**src/rtl/cs_pkg.sv**
```systemverilog
// -----------------------------------------------------------------------------
// cs_pkg
// Shared definitions for the CS window sequencer.
//   cs_state_t : controller states FILL, SCAN, DIV, WAIT, OUT
//   CS_WIN     : default window depth in samples
//   CS_IDX_W   : default width of the window index / write pointer
// -----------------------------------------------------------------------------
package cs_pkg;

  localparam int CS_WIN   = 9;
  localparam int CS_IDX_W = 4;

  typedef enum logic [2:0] {
    FILL = 3'd0,
    SCAN = 3'd1,
    DIV  = 3'd2,
    WAIT = 3'd3,
    OUT  = 3'd4
  } cs_state_t;

endpackage

```
**src/rtl/cs_win_ptr.sv**
```systemverilog
// -----------------------------------------------------------------------------
// cs_win_ptr
// Circular write pointer (mod WIN) and saturating fill counter for the window.
// Ports:
//   clk, reset   clock / asynchronous active-low reset
//   inc          a sample is being written this cycle
//   clr          return pointer and fill count to empty
//   wptr         slot the next sample is written to, 0..WIN-1
//   full         window holds WIN samples
//   almost_full  window holds WIN-1 samples (next write completes it)
// -----------------------------------------------------------------------------
module cs_win_ptr
  import cs_pkg::*;
#(
  parameter int WIN   = CS_WIN,
  parameter int IDX_W = CS_IDX_W
) (
  input  logic             clk,
  input  logic             reset,
  input  logic             inc,
  input  logic             clr,
  output logic [IDX_W-1:0] wptr,
  output logic             full,
  output logic             almost_full
);

  localparam logic [IDX_W-1:0] LAST    = IDX_W'(WIN - 1);
  localparam logic [IDX_W-1:0] CNT_MAX = IDX_W'(WIN);

  logic [IDX_W-1:0] wptr_q, wptr_d;
  logic [IDX_W-1:0] cnt_q, cnt_d;

  always_comb begin
    wptr_d = wptr_q;
    cnt_d  = cnt_q;
    if (clr) begin
      wptr_d = '0;
      cnt_d  = '0;
    end else if (inc) begin
      wptr_d = (wptr_q == LAST) ? '0 : wptr_q + 1'b1;
      // Count stops at WIN: from then on every write evicts the oldest entry.
      if (cnt_q != CNT_MAX) cnt_d = cnt_q + 1'b1;
    end
  end

  always_ff @(posedge clk or negedge reset) begin
    if (!reset) begin
      wptr_q <= '0;
      cnt_q  <= '0;
    end else begin
      wptr_q <= wptr_d;
      cnt_q  <= cnt_d;
    end
  end

  assign wptr        = wptr_q;
  assign full        = (cnt_q == CNT_MAX);
  assign almost_full = (cnt_q == LAST);

endmodule

```
**src/rtl/cs_seq_ctrl.sv**
```systemverilog
// -----------------------------------------------------------------------------
// cs_seq_ctrl
// Control sequencer for the CS window datapath: admits samples, scans the
// 9-entry window, launches the divide and hands Y downstream. Control only.
// Ports:
//   clk, reset            clock / asynchronous active-low reset
//   x_valid, x_ready      sample handshake (x_ready only in FILL)
//   win_we, win_waddr     window RAM write strobe and slot
//   sum_upd               running-sum update (add new, subtract evicted)
//   scan_en, scan_idx,    window scan strobe, entry index and final-entry flag
//   scan_last
//   div_start, div_done   divide launch pulse / divide complete (WAIT only)
//   y_valid, y_ready      result handshake
//   busy                  controller is not in FILL
//   err                   (CS_TIMEOUT_EN only) one-cycle divide-timeout pulse
// Build option: CS_TIMEOUT_EN adds the WAIT timeout and the err port.
// -----------------------------------------------------------------------------
module cs_seq_ctrl
  import cs_pkg::*;
#(
  parameter int WIN         = CS_WIN,
  parameter int IDX_W       = CS_IDX_W,
  parameter int DIV_TIMEOUT = 64
) (
  input  logic             clk,
  input  logic             reset,
  input  logic             x_valid,
  output logic             x_ready,
  output logic             win_we,
  output logic [IDX_W-1:0] win_waddr,
  output logic             sum_upd,
  output logic             scan_en,
  output logic [IDX_W-1:0] scan_idx,
  output logic             scan_last,
  output logic             div_start,
  input  logic             div_done,
  output logic             y_valid,
  input  logic             y_ready,
`ifdef CS_TIMEOUT_EN
  output logic             err,
`endif
  output logic             busy
);

  localparam logic [IDX_W-1:0] LAST_IDX = IDX_W'(WIN - 1);

  // Elaboration guard: the fill counter must be able to hold WIN.
  if (IDX_W < $clog2(WIN + 1) || DIV_TIMEOUT < 1) begin : g_param_check
    $error("cs_seq_ctrl: IDX_W too small for WIN or DIV_TIMEOUT < 1");
  end

  cs_state_t        state_q, state_d;
  logic [IDX_W-1:0] scan_idx_q, scan_idx_d;
  logic             accept;
  logic             full, almost_full;

  assign x_ready = (state_q == FILL);
  assign accept  = x_valid & x_ready;
  assign win_we  = accept;
  assign sum_upd = accept;

  cs_win_ptr #(
    .WIN   (WIN),
    .IDX_W (IDX_W)
  ) u_ptr (
    .clk         (clk),
    .reset       (reset),
    .inc         (accept),
    .clr         (1'b0),
    .wptr        (win_waddr),
    .full        (full),
    .almost_full (almost_full)
  );

`ifdef CS_TIMEOUT_EN
  localparam int TO_W = $clog2(DIV_TIMEOUT) + 1;
  localparam logic [TO_W-1:0] TO_LAST = TO_W'(DIV_TIMEOUT - 1);

  logic [TO_W-1:0] wait_cnt_q, wait_cnt_d;
  logic            err_q, err_d;
`endif

  always_comb begin
    state_d    = state_q;
    scan_idx_d = scan_idx_q;
    scan_en    = 1'b0;
    div_start  = 1'b0;
    y_valid    = 1'b0;
`ifdef CS_TIMEOUT_EN
    err_d      = 1'b0;
    wait_cnt_d = '0;
`endif
    case (state_q)
      FILL: begin
        // The accept that completes the window, or any accept into a full
        // window, produces a new window to evaluate.
        if (accept && (almost_full || full)) state_d = SCAN;
      end
      SCAN: begin
        scan_en = 1'b1;
        if (scan_idx_q == LAST_IDX) begin
          scan_idx_d = '0;
          state_d    = DIV;
        end else begin
          scan_idx_d = scan_idx_q + 1'b1;
        end
      end
      DIV: begin
        div_start = 1'b1;
        state_d   = WAIT;
      end
      WAIT: begin
        if (div_done) begin
          state_d = OUT;
        end
`ifdef CS_TIMEOUT_EN
        else if (wait_cnt_q == TO_LAST) begin
          // Abandon this window's Y; the window contents stay intact.
          state_d = FILL;
          err_d   = 1'b1;
        end else begin
          wait_cnt_d = wait_cnt_q + 1'b1;
        end
`endif
      end
      OUT: begin
        y_valid = 1'b1;
        if (y_ready) state_d = FILL;
      end
      default: state_d = FILL;
    endcase
  end

  always_ff @(posedge clk or negedge reset) begin
    if (!reset) begin
      state_q    <= FILL;
      scan_idx_q <= '0;
    end else begin
      state_q    <= state_d;
      scan_idx_q <= scan_idx_d;
    end
  end

`ifdef CS_TIMEOUT_EN
  always_ff @(posedge clk or negedge reset) begin
    if (!reset) begin
      wait_cnt_q <= '0;
      err_q      <= 1'b0;
    end else begin
      wait_cnt_q <= wait_cnt_d;
      err_q      <= err_d;
    end
  end

  assign err = err_q;
`endif

  assign scan_idx  = scan_idx_q;
  assign scan_last = scan_en && (scan_idx_q == LAST_IDX);
  assign busy      = (state_q != FILL);

endmodule

```
**config.mk**
```make
export PLATFORM = sky130hd
export DESIGN_NAME = cs_seq_ctrl
export DESIGN_NICKNAME = d
export VERILOG_FILES = /design/src/rtl/cs_pkg.sv /design/src/rtl/cs_win_ptr.sv /design/src/rtl/cs_seq_ctrl.sv
export SDC_FILE = /design/constraint.sdc
export NUM_CORES = 1
export LEC_CHECK = 0
export CAP_MARGIN = 25
export CORE_ASPECT_RATIO = 0.75
export CORE_UTILIZATION = 47
export DETAILED_ROUTE_END_ITERATION = 7
export GPL_TIMING_DRIVEN = 0
export PLACE_DENSITY = 0.87
export SLEW_MARGIN = 10
export SYNTH_ARGS = -nofsm -noshare
export SYNTH_HDL_FRONTEND = slang
export SYNTH_SLANG_ARGS = --single-unit
```
**constraint.sdc**
```tcl
create_clock -name clk -period 1.55 [get_ports clk]
set_input_delay 0.31 -clock clk [delete_from_list [all_inputs] [get_ports clk]]
set_output_delay 0.31 -clock clk [all_outputs]
set_load 0.03 [all_outputs]
```
==> summary.md <==
| Metric | Value |
|---|---|
| Antenna diodes | 0 |
| Layout Area Growth over Synthesis | 60.4% |
| Initial antenna violation count | 0 |
| RSZ-0062 raised after global routing | true |
| Hold crit path type | input port to asynchronous set/reset pin |
| Critical Path RT | about 1200 ps |
| Mux share of post-synthesis cell area | slightly below 6% |
| CTS buffer count | 3 |
| Die Width | around 51 um |
| EDFF count, synth | 0 |
| Starting Density | 53.6% |
| Simple-gate share of the synthesized area | 20.7% |
| Synth unique cells | 29 |
| Failing checks | setup timing |
| Launching point of the worst reg2reg path | state_q[1] |
| Syn avg cell area | 9.94 um^2 |
| Overall power | 3.32 mW |
| Largest area contributor in the netlist | dfrtp_1 |
| Clk_lat worst skew | a little under 300 ps |
| Pre-Repair DR Iteration Count | 4 |
| Final Cell Area | ~0.0014 mm^2 |
| Synth Area in Adders | 10.4% |
| Final worst slack | -207 ps |
| Sequential share of the synthesized area | between 40% and 50% |
| Detailed Route Iter0 Violations | 19 |
| Achievable clock frequency | between 0.5 and 0.6 GHz |
| Leakage | around 0.65 nW |
| DRC viols | 0 |
| Final worst path period need | 1760 ps |
| Largest net degree at the start of global routing | 16 |
| Top-area cell type share of the netlist area | approximately 44% |
| Arrival @ worst endpoint | roughly 1500 ps |
| Port Buffers | 20 |
| Syn Nets | between 90 and 100 |
| Filler instances | approximately 80 |
| Worst-Margin Slew | slightly above 700 ps |
| Synth warn | 0 |
| Synth async-reset ratio | 100% |
| P per Cell Area | around 2500 mW/mm^2 |
| Slowest CP cell | dfrtp_2 |
| Outcome | finished, violations left |
| Final Max Tran Viols | 0 |
| Final hold violation count | 0 |
| Die Span Y | ~39 um |
| Max_cap viols | 0 |
| Synth Instances | 85 |
| CP startpoint kind | flop |
| Layout Nets | between 100 and 150 |
| Final period util | 113% |
| Layout cells sized above 1 | approximately 40% |
| DP HPWL | approximately 1.2 mm |
| Commonest cells post-synth | 15 x dfrtp_1, 11 x nand2_1, 8 x inv_1, 7 x ha_1 |
| Antenna-violating nets left | 0 |
| TritonCTS clock tree | done |
| Clock buffer depth | 2 |
| CTS clk-pin slew, worst paths | around 100 ps |
| Worst path cell trace | or3b_4, nor2_4, buf_6 |
| Via Count | ~810 |
| Primary FF master, synth | dfrtp_1 |
| Kind of critical path | flop to output pin |
| Worst path buffer plus inverter count | 1 |
| Crit Reg-Reg Endpoint | u_ptr.wptr[3] |
| Synth Register Bits | 15 |
| Top delay family on crit path | simple AND/OR/NAND/NOR gates |
| Synth Area in XOR/XNOR | 2.07% |
| Setup Viol. Count Final | 12 |
| Cell Area, Synth | roughly 840 um^2 |
| WL final | between 2 and 3 mm |
| Grt total ovfl | 0 |
| Clk sink count | 15 |
| Top cells by area, synth | dfrtp_1 44%, ha_1 10%, nand2_1 4.9%, mux2_1 4.0%, inv_1 3.6% |
| RePlAce Congestion | about 0.69 |
| Worst-path maximum fanout | 6 |
| Post-place instance area | 0.00108 mm^2 |
| Core Region | approximately 0.0016 mm^2 |
| Vias in the first global route | around 710 |
| First-pass GRT wire length | 3.38 mm |
| Slowest stage delay, CP | 480 ps |
| Count leader, synth | dfrtp_1 |
| Worst rel slew slack | ~52% |
| Root Buffer | clkbuf_4 |
| CTS H-tree depth | 1 |
| Worst Clk Skew | around 10 ps |
| FF-to-FF path depth | 6 |
| Tot GR Track Use | roughly a quarter |
| Routed vias/inst | approximately 5.5 |
| Share of the synthesized area in compound gates (AO/OA/AOI/OAI) | a little over a tenth |
| Hold WS | about 440 ps |
| Main combinational cell family by area after synthesis | simple AND/OR/NAND/NOR gates |
| Reg2Reg Setup Slack | -120 ps |
| Die ar. | slightly below 0.002 mm^2 |
| Crit. End Element | output pin |
| Routed length per instance | about 18 um |
| I/O pin total | 21 |
| Peak supply drop | around 2000 uV |
| Rows | 12 |
## what timing repair did
item / CTS / global route
hold buffers: 0 / 0
buffers inserted: 10 / 9
endpoints found under the setup margin: 18 / 13
hold endpoints to repair: 0 / 0
pin swaps: 4 / 4
resized for setup: 76 / 21
## report_power, final
| part | total, mW | internal, mW | switching [mW] |
|---|---|---|---|
| Sequential | 0.879 | 0.592 | 0.287 |
| Clock | 0.228 | 0.100 | 0.128 |
| Combinational | 2.22 | 1.04 | 1.17 |
## cells in the final DEF (no fill, tap or decap), types with 3 or more instances in the layout
| cell type | n |
|---|---|
| dlygate4sd2_1 | 9 |
| dfrtp_1 | 11 |
| o21ai_1 | 3 |
| buf_6 | 18 |
| clkdlybuf4s50_1 | 3 |
| a21oi_1 | 3 |
| nand2_1 | 9 |
| mux2_4 | 3 |
| ha_1 | 6 |
| o21ai_0 | 4 |
| buf_4 | 10 |
| inv_1 | 8 |
| dfrtp_2 | 4 |
| clkbuf_4 | 3 |
## routing by layer
metal	wire length, um	global-route usage [%]	vias to the layer above
met4	40	9.72	0
li1	-	-	376
met1	1120	31.5	403
met3	96	6.67	7
met2	1370	41.1	23
met5	0	0	-
## cell type report
cell class / count / area, um^2 / share of cell area, %
multi-input combinational: 59 / 497 / 36.7
sequential: 15 / 380 / 28.1
timing repair buffer: 38 / 364 / 26.9
inverter: 9 / 38.8 / 2.86
clock buffer: 4 / 26.3 / 1.94
tap: 21 / 26.3 / 1.94
buffer: 2 / 22.5 / 1.66
## worst max path at each step
| stage | from | to | slack, ps | depth (start not counted) |
|---|---|---|---|---|
| 2_1_floorplan | state_q[1] | y_valid | 9 | 1 |
| 3_3_place_gp | x_valid | win_we | -780 | 5 |
| 3_5_place_dp | x_valid | win_we | -830 | 5 |
| 4_1_cts | state_q[2] | scan_last | -210 | 3 |
| 5_1_grt | scan_idx[0] | scan_last | -260 | 5 |
| 6_report | state_q[2] | scan_last | -210 | 3 |
## cells by family after synthesis
| family | Yosys count |
|---|---|
| AOI/OAI and AO/OA | 15 |
| xor gates and xnor gates | 2 |
| adders and majority gates | 7 |
| buffers and inverters | 11 |
| DFF | 15 |
| muxes | 4 |
| and+or+nand+nor | 31 |
## per-stage QoR
step / TNS (ps) / util, % / std cells / setup WS [ps]
after global placement: -3550 / 68.4 / 126 / -778
after CTS: -809 / 77.1 / 140 / -208
after floorplan: 0 / - / 85 / 9.08
after detailed placement: -4150 / 68.4 / 126 / -833
after global routing: -2080 / 86.0 / 148 / -264
final: -1370 / 86.0 / 148 / -207
## registers in the layout, indices dropped and copies added, names as in the netlist
register,flops
scan_idx,4
u_ptr.wptr,4
u_ptr.cnt_q,4
state_q,3
(Power assumes the default switching activity.)
